[src/rtl/sync_fifo_pkg.sv]
// Shared constants and types for the sync_fifo_gen FIFO family.
// Holds the read-mode encoding and the occupancy-count width helper.
package sync_fifo_pkg;

    typedef enum logic {
        STD_READ  = 1'b0,
        FWFT_READ = 1'b1
    } readMode_e;

    // Count needs one extra bit so a completely full FIFO is representable.
    function automatic int countWidth(input int depth);
        return $clog2(depth) + 1;
    endfunction

endpackage

[src/rtl/sync_fifo_ram.sv]
// Simple dual-port storage for sync_fifo_gen: synchronous write, asynchronous read.
// Contents are never cleared; the pointers alone decide which words are live.
module sync_fifo_ram #(
    parameter int WIDTH = 8,
    parameter int DEPTH = 16,
    localparam int AW   = $clog2(DEPTH)
) (
    input  logic             clk,
    input  logic             wrEn,
    input  logic [AW-1:0]    wrAddr,
    input  logic [WIDTH-1:0] wrData,
    input  logic [AW-1:0]    rdAddr,
    output logic [WIDTH-1:0] rdData
);

    logic [WIDTH-1:0] mem [DEPTH];

    always_ff @(posedge clk) begin
        if (wrEn) begin
            mem[wrAddr] <= wrData;
        end
    end

    assign rdData = mem[rdAddr];

endmodule

[src/rtl/sync_fifo_gen.sv]
// Parametrised single-clock FIFO with almost-full/empty thresholds and optional FWFT read.
// Define SYNC_FIFO_ERR_FLAGS_EN to add sticky overflow/underflow flags with errClr.
module sync_fifo_gen
    import sync_fifo_pkg::*;
#(
    parameter int FIFO_WIDTH = 8,
    parameter int FIFO_DEPTH = 16,
    parameter int AF_LEVEL   = FIFO_DEPTH - 2,
    parameter int AE_LEVEL   = 2,
    parameter int FWFT       = 0
) (
    input  logic                                 clk,
    input  logic                                 reset,
    input  logic                                 fifoWrEn,
    input  logic [FIFO_WIDTH-1:0]                fifoWrData,
    input  logic                                 fifoRdEn,
    output logic [FIFO_WIDTH-1:0]                fifoRdData,
    output logic                                 fifoRdValid,
    output logic                                 fifoFull,
    output logic                                 fifoEmpty,
    output logic                                 fifoAlmostFull,
    output logic                                 fifoAlmostEmpty,
`ifdef SYNC_FIFO_ERR_FLAGS_EN
    input  logic                                 errClr,
    output logic                                 fifoOverflow,
    output logic                                 fifoUnderflow,
`endif
    output logic [countWidth(FIFO_DEPTH)-1:0]    fifoDataCount
);

    localparam int AW = $clog2(FIFO_DEPTH);
    localparam int CW = countWidth(FIFO_DEPTH);
    localparam readMode_e MODE = (FWFT != 0) ? FWFT_READ : STD_READ;

    logic [AW-1:0]         wrPtr_q, wrPtr_d;
    logic [AW-1:0]         rdPtr_q, rdPtr_d;
    logic [CW-1:0]         count_q, count_d;
    logic [FIFO_WIDTH-1:0] ramRdData;
    logic                  wrAcc;
    logic                  rdAcc;

    assign wrAcc = fifoWrEn && !fifoFull;
    assign rdAcc = fifoRdEn && !fifoEmpty;

    always_comb begin
        wrPtr_d = wrPtr_q;
        rdPtr_d = rdPtr_q;
        count_d = count_q;
        if (wrAcc) begin
            wrPtr_d = wrPtr_q + AW'(1);
        end
        if (rdAcc) begin
            rdPtr_d = rdPtr_q + AW'(1);
        end
        if (wrAcc && !rdAcc) begin
            count_d = count_q + CW'(1);
        end else if (rdAcc && !wrAcc) begin
            count_d = count_q - CW'(1);
        end
    end

    always_ff @(posedge clk) begin
        if (reset) begin
            wrPtr_q <= '0;
            rdPtr_q <= '0;
            count_q <= '0;
        end else begin
            wrPtr_q <= wrPtr_d;
            rdPtr_q <= rdPtr_d;
            count_q <= count_d;
        end
    end

    // Flags come straight from the registered count, so they never glitch.
    assign fifoFull        = (count_q == CW'(FIFO_DEPTH));
    assign fifoEmpty       = (count_q == '0);
    assign fifoAlmostFull  = (count_q >= CW'(AF_LEVEL));
    assign fifoAlmostEmpty = (count_q <= CW'(AE_LEVEL));
    assign fifoDataCount   = count_q;

    sync_fifo_ram #(
        .WIDTH (FIFO_WIDTH),
        .DEPTH (FIFO_DEPTH)
    ) uRam (
        .clk    (clk),
        .wrEn   (wrAcc),
        .wrAddr (wrPtr_q),
        .wrData (fifoWrData),
        .rdAddr (rdPtr_q),
        .rdData (ramRdData)
    );

    generate
        if (MODE == STD_READ) begin : gStdRead
            logic [FIFO_WIDTH-1:0] rdData_q;
            logic                  rdValid_q;

            always_ff @(posedge clk) begin
                if (reset) begin
                    rdData_q  <= '0;
                    rdValid_q <= 1'b0;
                end else begin
                    rdValid_q <= rdAcc;
                    if (rdAcc) begin
                        rdData_q <= ramRdData;
                    end
                end
            end

            assign fifoRdData  = rdData_q;
            assign fifoRdValid = rdValid_q;
        end else begin : gFwftRead
            assign fifoRdData  = ramRdData;
            assign fifoRdValid = !fifoEmpty;
        end
    endgenerate

`ifdef SYNC_FIFO_ERR_FLAGS_EN
    logic overflow_q, overflow_d;
    logic underflow_q, underflow_d;

    // A new error event wins over a simultaneous clear so no event is lost.
    always_comb begin
        overflow_d  = overflow_q;
        underflow_d = underflow_q;
        if (errClr) begin
            overflow_d  = 1'b0;
            underflow_d = 1'b0;
        end
        if (fifoWrEn && fifoFull) begin
            overflow_d = 1'b1;
        end
        if (fifoRdEn && fifoEmpty) begin
            underflow_d = 1'b1;
        end
    end

    always_ff @(posedge clk) begin
        if (reset) begin
            overflow_q  <= 1'b0;
            underflow_q <= 1'b0;
        end else begin
            overflow_q  <= overflow_d;
            underflow_q <= underflow_d;
        end
    end

    assign fifoOverflow  = overflow_q;
    assign fifoUnderflow = underflow_q;
`endif

endmodule

[config.mk]
export PLATFORM = sky130hd
export DESIGN_NAME = sync_fifo_gen
export DESIGN_NICKNAME = d
export VERILOG_FILES = /design/src/rtl/sync_fifo_pkg.sv /design/src/rtl/sync_fifo_ram.sv /design/src/rtl/sync_fifo_gen.sv
export SDC_FILE = /design/constraint.sdc
export NUM_CORES = 1
export LEC_CHECK = 0
export CAP_MARGIN = 20
export CORE_MARGIN = 2
export CORE_UTILIZATION = 61
export CTS_CLUSTER_SIZE = 40
export DETAILED_ROUTE_END_ITERATION = 10
export PLACE_DENSITY = 0.86
export SLEW_MARGIN = 20
export SYNTH_ARGS = -nofsm -noshare
export SYNTH_HDL_FRONTEND = slang
export SYNTH_SLANG_ARGS = --single-unit
[constraint.sdc]
create_clock -name clk -period 6.7 [get_ports clk]
set_clock_uncertainty 0.1 [all_clocks]
set_input_delay 0.67 -clock clk [delete_from_list [all_inputs] [get_ports clk]]
set_output_delay 0.67 -clock clk [all_outputs]
set_load 0.02 [all_outputs]
==> run_results.csv, run 1 <==
group,metric,value,unit
yosys,postSynth.topFlopCell,"sky130_fd_sc_hd__edfxtp_1",
detailed_routing,finalWirelength,12600,um
setup_path,timing.critical_path.slowest_stage_cell,"sky130_fd_sc_hd__a21boi_2",
setup_path,worst-setup-path-type,"flop to flop",
detailed_routing,ant_nets,0,
layout,final-seq-area,0.00429,mm2
pwr,internal-power,1.93,mW
setup_path,setup.worst_path.end_class,"flop",
floorplan,die_height,104,um
setup_path,regToRegEndpoint,"fifoDataCount[4]$_SDFFE_PP0P_",
layout,final_layout_size_suffix_gt1_share,8.82,%
setup_path,start_kind,"flop",
layout,fin_cells,564,
detailed_routing,detailedRoute.firstIterationViolations,294,
layout,diodes_inserted,0,
setup_path,timing.reg2reg.setup_slack,3.22,ns
timing,worst_slew_margin_rel,24.3,%
yosys,synth-seq-area-share,70.9,%
yosys,synth_async_sr_flop_share,0,%
floorplan,placeableCoreArea,0.00968,mm2
yosys,synth_edf_count,128,
placed_design,globalplace.congestion,0.871,
pwr,leakagePower,2.23,nW
detailed_routing,avg_vias_per_cell,6.13,
yosys,postSynthAreaPerCell,15.4,um2
floorplan,floorplan.die.width,104,um
clock_tree,cts_tree,"built",
placed_design,dpl.hpwl,7890,um
clock_tree,clkTransAtPathRegs,0.06,ns
layout,multi_input_area,0.00163,mm2
timing,setup_viol_count_final,0,
detailed_routing,drt-wirelength-per-cell,22.4,um
pwr,combinationalPowerShare,20.7,%
detailed_routing,route.vias.total,3459,
clock_tree,cts-buffers-inserted,17,
timing,post-route-min-period,3.48,ns
hold_path,hold_end,"fifoRdData[7]$_SDFFE_PP0P_",
hold_path,hp-class,"flop to flop",
setup_path,cp_common_cell,"sky130_fd_sc_hd__inv_1",
hold_path,worst_hold_startpoint,"fifoRdData[7]$_SDFFE_PP0P_",
setup_path,highest_fanout_seen_on_the_critical_path,19,
placed_design,place_ws,2.84,ns
timing,finalHoldViolCount,0,
placed_design,dp.cells,531,
status,status,"completed",
setup_path,cp_data_arrival_time,3.80,ns
grt,vias_in_the_first_global_route,3468,
clock_tree,clock_tree.root_cell,"sky130_fd_sc_hd__clkbuf_8",
clock_tree,clock-sinks,150,
floorplan,design.die.area,0.0107,mm2
pwr,netSwitchingFraction,28.2,%
timing,worst_setup_margin,3.22,ns
timing,post-route-period-util,52.0,%
placed_design,numPortBuffers,29,
yosys,syn_area,0.00604,mm2
grt,grt_max_degree,67,
timing,tightestPinTransition,1.13,ns
layout,design_area,0.00704,mm2
placed_design,placement.cell_area,0.00639,mm2
setup_path,cell_by_cell_trace_of_the_critical_path,"inv_1, a21boi_2, inv_1, ha_1, inv_1, ha_1, a21o_1, a21oi_1, mux2i_1, mux2_2",
setup_path,cp_top_family,"compound AO/OA/AOI/OAI gates",
pwr,netSwitchingPower,0.761,mW
layout,flow.area_growth_from_synthesis,16.6,%
hold_path,worst_hold_path.num_cells,2,
job,drv_cap,0,
clock_tree,clock_path_buffers,2,
timing,grt_setup_unrepaired,"no",
clock_tree,worstSkewPairLatency,0.53,ns
floorplan,floorplan.initialDensity,62.4,%
timing,slew_viol_final,0,
setup_path,required,7.01,ns
grt,globalRoute.totalOverflow,0,
layout,finalCoreUtilization,72.7,%
yosys,netlist-cell-type-count,34,
pwr,cellPowerDensity,383,mW/mm2
yosys,post_synth_inst_count,392,
grt,grt_pass1_wl,19200,um
grt,globalRouteTotalUtil,24.2,%
clock_tree,postCtsSetupBuffers,0,
clock_tree,postCtsHoldBufs,0,
setup_path,rr_startpoint,"fifoDataCount[4]$_SDFFE_PP0P_",
timing,max_clock_freq,287,MHz
yosys,ys_warn_count,0,
layout,num-fill-cells,588,
pwr,irDropWorstVdd,0.000186,V
detailed_routing,detail_route.first_pass.iterations,5,
clock_tree,cts_max_level,4,
pwr,clkPwrFrac,36.3,%
setup_path,crit_buf_inv,3,
pwr,power.sequential.fraction,42.9,%
yosys,syn_nets,414,
floorplan,std_cell_rows,36,
layout,final_nets,440,
floorplan,io-pin-count,30,
grt,initial_antenna_violation_count,0,
yosys,synth.ff_latch_count,150,
clock_tree,post_cts.resized_instances,0,
setup_path,timing.reg2reg.worst_path_depth,10,
detailed_routing,route.detailed.drc,0,
setup_path,cp_slowest_stage_delay,0.68,ns
timing,post_route_setup_tns,0,ns
-- layout make-up --
cell class / instances / area share, %
timing repair buffer: 30 / 4.51
inverter: 5 / 0.267
multi-input combinational: 214 / 23.2
sequential: 150 / 60.9
tap: 133 / 2.36
clock buffer: 20 / 6.19
clock inverter: 12 / 2.56
-- registers in the layout, summed over array words and instances (netlist names) --
name and flops:
fifoDataCount 5, fifoRdData 8, fifoRdValid 1, rdPtr_q 4, uRam.mem 128, wrPtr_q 4
-- cells in the final DEF, fill, tap and decap left out, drive strengths merged --
cell type / count
nand3: 2
clkinvlp: 2
or3b: 3
or4: 1
ha: 9
a21boi: 2
nor2: 38
edfxtp: 128
inv: 5
xnor2: 3
nand2: 7
a211oi: 8
bufinv: 4
clkinv: 6
mux2: 1
dfxtp: 22
clkdlybuf4s50: 29
nor4: 9
buf: 1
a2111oi: 1
o22ai: 32
a21o: 2
nand3b: 4
o211ai: 4
nand2b: 2
or3: 1
fa: 1
mux2i: 67
xor2: 6
o31ai: 1
nor3: 4
a21oi: 4
and3: 2
clkbuf: 20
-- metal layers --
layer	global-route usage, %	up-vias	wire length, um
met5	0	-	0
met4	9.27	0	389
met3	6.23	39	956
met2	39.9	151	6300
met1	31.3	1706	5000
li1	-	1563	-
-- synth_stat cells, drive strengths merged, types with 5 or more instances --
cell    instances  area share [%]
xor2            6            0.87
nor2           38             2.4
dfxtp          22             7.3
nor4            9            0.93
ha              9             1.9
nand2           7            0.44
inv             5            0.31
mux2i          67              11
clkbuf          8            0.52
o22ai          32             3.3
a211oi          8            0.99
buf            15             1.5
edfxtp        128              64
-- worst register-to-register path, delay by kind of cell (launching register included) --
family          cells  cell delay, ns
flops               1            0.48
fa+ha+maj           2            0.58
compound gates      3            1.03
mux                 2            0.61
buf+inv             3            0.58
-- power groups by stage --
| stage | Sequential, mW | Clock [mW] | Combinational (mW) |
|---|---|---|---|
| 2_1_floorplan | 1.18 | 0 | 0.351 |
| 3_3_place_gp | 1.17 | 0 | 0.528 |
| 3_5_place_dp | 1.18 | 0 | 0.547 |
| 4_1_cts | 1.16 | 0.984 | 0.554 |
| 5_1_grt | 1.16 | 1.02 | 0.605 |
| 6_report | 1.16 | 0.979 | 0.559 |
-- cell families (layout without fill, tap and decap cells) --
group	count (synthesis)	count (layout)	share of synthesized area [%]
flops	150	150	70.9
simple gates	73	73	5.80
mux	68	68	11.3
compound gates	54	54	6.19
buf+inv	28	67	2.28
fa+ha+maj	10	10	2.20
xor+xnor	9	9	1.31
-- stage by stage --
step	hold WS, ns	total power, mW
floorplan	0.428	1.53
CTS	0.419	2.70
global route	0.439	2.79
finish	0.417	2.69
global placement	0.408	1.70
detailed placement	0.412	1.72
-- worst max-delay path by stage --
| stage | from | to | depth (start not counted) |
|---|---|---|---|
| 6_report | fifoDataCount[4]$_SDFFE_PP0P_ | fifoDataCount[4]$_SDFFE_PP0P_ | 10 |
| 5_1_grt | fifoDataCount[4]$_SDFFE_PP0P_ | fifoDataCount[4]$_SDFFE_PP0P_ | 10 |
| 4_1_cts | fifoDataCount[4]$_SDFFE_PP0P_ | fifoDataCount[4]$_SDFFE_PP0P_ | 10 |
| 3_5_place_dp | fifoRdEn | fifoDataCount[4]$_SDFFE_PP0P_ | 10 |
| 3_3_place_gp | fifoRdEn | fifoDataCount[4]$_SDFFE_PP0P_ | 10 |
| 2_1_floorplan | fifoDataCount[0]$_SDFFE_PP0P_ | fifoDataCount[4]$_SDFFE_PP0P_ | 9 |
No activity file was read; power rests on OpenSTA's default activity.
==> inputs of run 2 (changes only) <==
CORE_UTILIZATION = 54   (was 61)
PLACE_DENSITY = 0.81   (was 0.86)
clock period = 3 ns   (was 6.7 ns; I/O delays follow)
==> run 2 against run 1 <==
Compared with the run above:
- highest routed layer unchanged
- combinational power grew to 2.5 times the previous value
- die area increased by 12%
- register-to-register slack got worse by 3.0 ns
- largest power group unchanged
==> run_results.csv, run 2 (synthesis results as in run 1) <==
group,metric,value,unit
layout,flow.area_growth_from_synthesis,18.6,%
pwr,leakagePower,2.32,nW
layout,layout_commonest_cell,"sky130_fd_sc_hd__edfxtp_1",
hold_path,hp-class,"flop to flop",
setup_path,setup.worst_path.end_class,"output port",
job,drv_cap,0,
timing,max_clock_freq,353,MHz
clock_tree,postCtsSetupBuffers,0,
floorplan,placeableCoreArea,0.0109,mm2
setup_path,timing.critical_path.slowest_stage_cell,"sky130_fd_sc_hd__or4_1",
timing,post-route-min-period,2.83,ns
floorplan,std_cell_rows,38,
detailed_routing,route.vias.total,3535,
timing,tightestPinTransition,0.791,ns
setup_path,cp_top_family,"simple AND/OR/NAND/NOR gates",
timing,setup_viol_count_final,0,
detailed_routing,route.detailed.drc,0,
setup_path,required,2.60,ns
setup_path,highest_fanout_seen_on_the_critical_path,6,
clock_tree,clock-sinks,150,
floorplan,design.die.area,0.0120,mm2
grt,grt_pass1_wl,19600,um
grt,globalRouteTotalUtil,22.9,%
status,status,"completed",
clock_tree,cts_tree,"built",
layout,final_nets,462,
pwr,cellPowerDensity,836,mW/mm2
floorplan,floorplan.initialDensity,55.5,%
setup_path,start_kind,"flop",
timing,finalHoldViolCount,0,
grt,initial_antenna_violation_count,0,
clock_tree,worstSkewPairLatency,0.52,ns
detailed_routing,detail_route.first_pass.iterations,5,
layout,largest_register_ffs,128,
detailed_routing,avg_vias_per_cell,5.97,
grt,grt_max_degree,43,
floorplan,floorplan.die.width,110,um
detailed_routing,finalWirelength,12500,um
detailed_routing,ant_nets,0,
layout,final_cell_mix,"128 x sky130_fd_sc_hd__edfxtp_1, 67 x sky130_fd_sc_hd__mux2i_1, 38 x sky130_fd_sc_hd__nor2_1",
clock_tree,cts_max_level,4,
grt,globalRoute.totalOverflow,0,
timing,worst_slew_margin_rel,47.1,%
layout,largest-register,"uRam.mem",
setup_path,crit_buf_inv,2,
timing,worst_setup_margin,0.165,ns
setup_path,cp_data_arrival_time,2.43,ns
setup_path,worst-setup-path-type,"flop to output port",
placed_design,place_ws,0.0758,ns
clock_tree,cts-buffers-inserted,17,
layout,num-fill-cells,760,
clock_tree,clock_path_buffers,2,
floorplan,die_height,110,um
placed_design,numPortBuffers,29,
layout,final_layout_size_suffix_gt1_share,12.6,%
setup_path,cp_slowest_stage_delay,0.69,ns
grt,vias_in_the_first_global_route,3595,
detailed_routing,detailedRoute.firstIterationViolations,384,
placed_design,globalplace.congestion,0.813,
timing,grt_setup_unrepaired,"no",
setup_path,cell_by_cell_trace_of_the_critical_path,"buf_4, or4_1, nor2_1, clkdlybuf4s50_1",
timing,slew_viol_final,0,
pwr,irDropWorstVdd,0.000430,V
clock_tree,clock_tree.root_cell,"sky130_fd_sc_hd__clkbuf_8",
layout,diodes_inserted,0,
timing,post_route_setup_tns,0,ns
floorplan,io-pin-count,30,
clock_tree,clkTransAtPathRegs,0.06,ns
detailed_routing,drt-wirelength-per-cell,21.2,um
placed_design,dpl.hpwl,8100,um
timing,post-route-period-util,94.5,%
run 2: cell types whose count changed in the layout (fill, tap and decap cells not counted), moves of 2 or more:
| cell | change |
|---|---|
| sky130_fd_sc_hd__buf_4 | +22 |
| sky130_fd_sc_hd__clkinv_1 | +2 |
| sky130_fd_sc_hd__nor3_1 | +2 |
| sky130_fd_sc_hd__nor3_2 | -2 |
run 2: cell type report:
cell class                 count  area [um2]  share of cell area (%)
clock inverter                13         159                    2.22
inverter                       5        18.8                   0.262
clock buffer                  18         418                    5.83
tap                          140         175                    2.45
timing repair buffer          52         475                    6.64
multi-input combinational    214        1630                    22.7
sequential                   150        4290                    59.9
run 2: worst paths after layout:
path                                   end  slack [ns]  cells past startpoint                     startpoint
max reg2reg  fifoDataCount[4]$_SDFFE_PP0P_        0.26                     10  fifoDataCount[0]$_SDFFE_PP0P_
min reg2reg     fifoRdData[0]$_SDFFE_PP0P_        0.40                      2     fifoRdData[0]$_SDFFE_PP0P_
min             fifoRdData[0]$_SDFFE_PP0P_        0.40                      2     fifoRdData[0]$_SDFFE_PP0P_
max                              fifoEmpty        0.17                      4  fifoDataCount[0]$_SDFFE_PP0P_
run 2: worst reg2reg max path: cells and delay by family, from the launching register on:
| kind | cells | cell delay, ns |
|---|---|---|
| mux | 2 | 0.55 |
| simple gates | 1 | 0.35 |
| flops | 1 | 0.31 |
| fa+ha+maj | 2 | 0.62 |
| compound gates | 3 | 0.47 |
| buf+inv | 2 | 0.21 |
run 2: what timing repair did:
action                     CTS  global route
setup endpoints to repair    0             1
hold buffers                 0             0
resized for setup            0             1
run 2: report_power, final:
part,switching [mW],total [mW],internal [mW]
Clock,0.787,2.05,1.26
Combinational,0.820,1.42,0.598
Sequential,0.112,2.52,2.41
run 2: per-layer routing:
metal | up-vias | routed length [um] | GRT usage, %
met5 | - | 0 | 0
met4 | 0 | 233 | 8.59
met3 | 25 | 1070 | 6.70
met2 | 155 | 6330 | 37.6
met1 | 1739 | 4910 | 28.9
li1 | 1616 | - | -
run 2: metrics by stage:
stage | cell area [um2] | hold WS (ns) | utilization, % | cells | power (mW)
after CTS | 7150 | 0.404 | 65.7 | 592 | 6.00
final | 7160 | 0.398 | 65.8 | 592 | 5.99
after global routing | 7160 | 0.418 | 65.8 | 592 | 6.23
after global placement | 6580 | 0.391 | 60.4 | 561 | 3.91
after detailed placement | 6580 | 0.396 | 60.4 | 561 | 3.96
after floorplan | 6040 | 0.299 | - | 392 | 3.41
==> inputs of run 3 (changes only) <==
CORE_UTILIZATION = 59   (was 54)
CTS_CLUSTER_DIAMETER = 150   (was not set)
PLACE_DENSITY = 0.83   (was 0.81)
SYNTH_HIERARCHICAL = 1   (was not set)
clock period = 3.2 ns   (was 3 ns; I/O delays follow)
==> run 3 against run 2 <==
Compared with the run above:
- combinational power is 3% higher
- area after synthesis increased by 0.19%
- critical path depth increased by 4
- total power fell by 5.8%
- setup slack improved by 0.17 ns
- flip-flop and latch count stayed put
- largest power group unchanged
- sequential power fell by 6%
- critical endpoint is now fifoDataCount[4]$_SDFFE_PP0P_
- wire length down 6.2%
- register-to-register slack improved by 0.08 ns
- final cell count shrank 9.5%
==> run_results.csv, run 3 <==
group,metric,value,unit
layout,num-fill-cells,549,
floorplan,io-pin-count,30,
layout,largest_register_ffs,128,
detailed_routing,route.vias.total,3197,
clock_tree,cts-buffers-inserted,17,
layout,layout_commonest_cell,"sky130_fd_sc_hd__edfxtp_1",
clock_tree,clock_tree.root_cell,"sky130_fd_sc_hd__clkbuf_8",
pwr,netSwitchingFraction,27.6,%
detailed_routing,avg_vias_per_cell,5.96,
yosys,synth_edf_count,128,
setup_path,required,3.49,ns
setup_path,cp_data_arrival_time,3.15,ns
timing,worst_setup_margin,0.338,ns
yosys,synth.ff_latch_count,150,
yosys,postSynthAreaPerCell,18.1,um2
hold_path,hp-class,"flop to flop",
pwr,leakagePower,2.43,nW
detailed_routing,finalWirelength,11800,um
grt,globalRouteTotalUtil,22.9,%
layout,flow.area_growth_from_synthesis,17.7,%
yosys,synth_async_sr_flop_share,0,%
layout,final-seq-area,0.00429,mm2
floorplan,floorplan.die.width,105,um
clock_tree,postCtsSetupBuffers,0,
floorplan,die_height,105,um
detailed_routing,route.detailed.drc,0,
floorplan,design.die.area,0.0111,mm2
yosys,post-synth-top-count-cell,"sky130_fd_sc_hd__edfxtp_1",
layout,diodes_inserted,0,
timing,post-route-period-util,89.4,%
yosys,synth_top_cell_area_share,63.5,%
yosys,synth-seq-area-share,70.8,%
detailed_routing,detailedRoute.firstIterationViolations,315,
setup_path,start_kind,"flop",
pwr,irDropWorstVdd,0.000434,V
timing,tightestPinTransition,0.724,ns
floorplan,placeableCoreArea,0.00986,mm2
clock_tree,worstSkewPairLatency,0.51,ns
timing,grt_setup_unrepaired,"no",
floorplan,std_cell_rows,36,
clock_tree,clkTransAtPathRegs,0.06,ns
pwr,clkPwrFrac,32.1,%
timing,finalHoldViolCount,0,
setup_path,worst-setup-path-type,"flop to flop",
pwr,netSwitchingPower,1.56,mW
yosys,postSynth.topFlopCell,"sky130_fd_sc_hd__edfxtp_1",
timing,max_clock_freq,349,MHz
yosys,ys_warn_count,6,
timing,fin_worst_hold_slack,0.395,ns
layout,multi_input_area,0.00163,mm2
detailed_routing,detail_route.first_pass.iterations,4,
setup_path,highest_fanout_seen_on_the_critical_path,6,
placed_design,place_ws,0.416,ns
status,status,"completed",
clock_tree,cts_tree,"built",
yosys,yosys.area.top_type,"sky130_fd_sc_hd__edfxtp_1",
detailed_routing,drt-wirelength-per-cell,21.9,um
job,drv_cap,0,
grt,grt_pass1_wl,18400,um
placed_design,numPortBuffers,29,
timing,post-route-min-period,2.86,ns
timing,setup_viol_count_final,0,
layout,fin_cells,536,
yosys,syn_nets,354,
pwr,combinationalPowerShare,25.9,%
layout,final_cell_mix,"128 x sky130_fd_sc_hd__edfxtp_1, 40 x sky130_fd_sc_hd__nor2_1, 29 x sky130_fd_sc_hd__clkdlybuf4s50_1",
yosys,syn_area,0.00605,mm2
placed_design,dp.cells,504,
clock_tree,postCtsHoldBufs,0,
placed_design,globalplace.congestion,0.791,
floorplan,floorplan.initialDensity,61.3,%
clock_tree,clock_path_buffers,2,
timing,slew_viol_final,0,
detailed_routing,ant_nets,0,
layout,final_layout_size_suffix_gt1_share,18.6,%
clock_tree,cts_max_level,4,
timing,post_route_setup_tns,0,ns
clock_tree,post_cts.resized_instances,0,
placed_design,dpl.hpwl,7180,um
setup_path,setup.worst_path.end_class,"flop",
grt,initial_antenna_violation_count,0,
grt,globalRoute.totalOverflow,0,
pwr,cellPowerDensity,792,mW/mm2
grt,vias_in_the_first_global_route,3341,
clock_tree,clock-sinks,150,
timing,worst_slew_margin_rel,51.6,%
yosys,netlist-cell-type-count,40,
yosys,top_area_cells_in_the_synthesized_netlist,"sky130_fd_sc_hd__edfxtp_1 64%, sky130_fd_sc_hd__dfxtp_1 7.3%, sky130_fd_sc_hd__mux4_2 6.7%",
yosys,synth_top_cells_by_count,"128 x sky130_fd_sc_hd__edfxtp_1, 40 x sky130_fd_sc_hd__nor2_1, 22 x sky130_fd_sc_hd__dfxtp_1",
layout,final_nets,409,
grt,grt_max_degree,36,
pwr,power.sequential.fraction,42.0,%
layout,largest-register,"uRam/mem",
pwr,internal-power,4.08,mW
yosys,post_synth_inst_count,335,
-- run 3: changes by cell type in the layout (fill, tap and decap cells not counted), sizes merged, moves of 3 or more --
| cell | before | now |
|---|---|---|
| nor2b | 0 | 3 |
| nor4 | 9 | 2 |
| o22ai | 32 | 0 |
| nand2 | 7 | 11 |
| mux4 | 0 | 32 |
| clkbuf | 18 | 23 |
| ha | 9 | 6 |
| o211ai | 4 | 0 |
| mux2i | 67 | 11 |
| a22oi | 0 | 16 |
| a211oi | 8 | 2 |
| clkinv | 9 | 6 |
-- run 3: cells by family after synthesis --
| kind of cell | share of synthesized area [%] |
|---|---|
| compound gates | 3.58 |
| simple gates | 5.96 |
| flops | 70.8 |
| fa+ha+maj | 1.57 |
| buf+inv | 2.30 |
| mux | 14.8 |
| xor+xnor | 1.01 |
-- run 3: critical path: stages (launching register included) --
cell                       delay (ns)
sky130_fd_sc_hd__dfxtp_1         0.36
sky130_fd_sc_hd__nor4_1          0.53
sky130_fd_sc_hd__a21oi_1         0.19
sky130_fd_sc_hd__ha_1            0.28
sky130_fd_sc_hd__fa_1            0.40
sky130_fd_sc_hd__nand2b_1        0.16
sky130_fd_sc_hd__a21oi_1         0.16
sky130_fd_sc_hd__mux2i_1         0.21
sky130_fd_sc_hd__mux2_2          0.35
-- run 3: layout make-up --
cell class / instances / share of cell area [%]
clock buffers: 23 / 6.57
clock inverters: 9 / 1.11
inverters: 5 / 0.264
multi-input cells: 164 / 22.9
flip-flops and latches: 150 / 60.2
well taps: 133 / 2.34
repair buffers: 52 / 6.68
-- run 3: power by group through the flow --
stage	clock network [mW]	registers [mW]	logic, mW
after floorplan	0	2.44	0.996
after global placement	0	2.40	1.42
after detailed placement	0	2.41	1.46
after CTS	1.84	2.37	1.47
after global routing	1.92	2.39	1.57
final	1.81	2.37	1.46
-- run 3: final timing paths --
kind | from | to | slack [ns] | cells past startpoint
setup / recovery | fifoDataCount[2]$_SDFFE_PP0P_ | fifoDataCount[4]$_SDFFE_PP0P_ | 0.34 | 8
hold / removal | fifoRdData[0]$_SDFFE_PP0P_ | fifoRdData[0]$_SDFFE_PP0P_ | 0.40 | 2
setup reg to reg | fifoDataCount[2]$_SDFFE_PP0P_ | fifoDataCount[4]$_SDFFE_PP0P_ | 0.34 | 8
hold reg to reg | fifoRdData[0]$_SDFFE_PP0P_ | fifoRdData[0]$_SDFFE_PP0P_ | 0.40 | 2
-- run 3: metal layers --
layer | share of wire, % | vias to the layer above | GRT usage, %
li1 | - | 1447 | -
met1 | 38 | 1575 | 29.1
met2 | 51 | 157 | 37.2
met3 | 8.8 | 18 | 5.38
met4 | 2.7 | 0 | 11.6
met5 | 0 | - | 0
-- run 3: through the flow --
step | power, mW | area, um2 | utilization, %
finish | 5.64 | 7120 | 72.2
floorplan | 3.43 | 6050 | -
CTS | 5.68 | 7120 | 72.2
global route | 5.88 | 7120 | 72.2
detailed placement | 3.87 | 6570 | 66.6
global placement | 3.82 | 6570 | 66.6
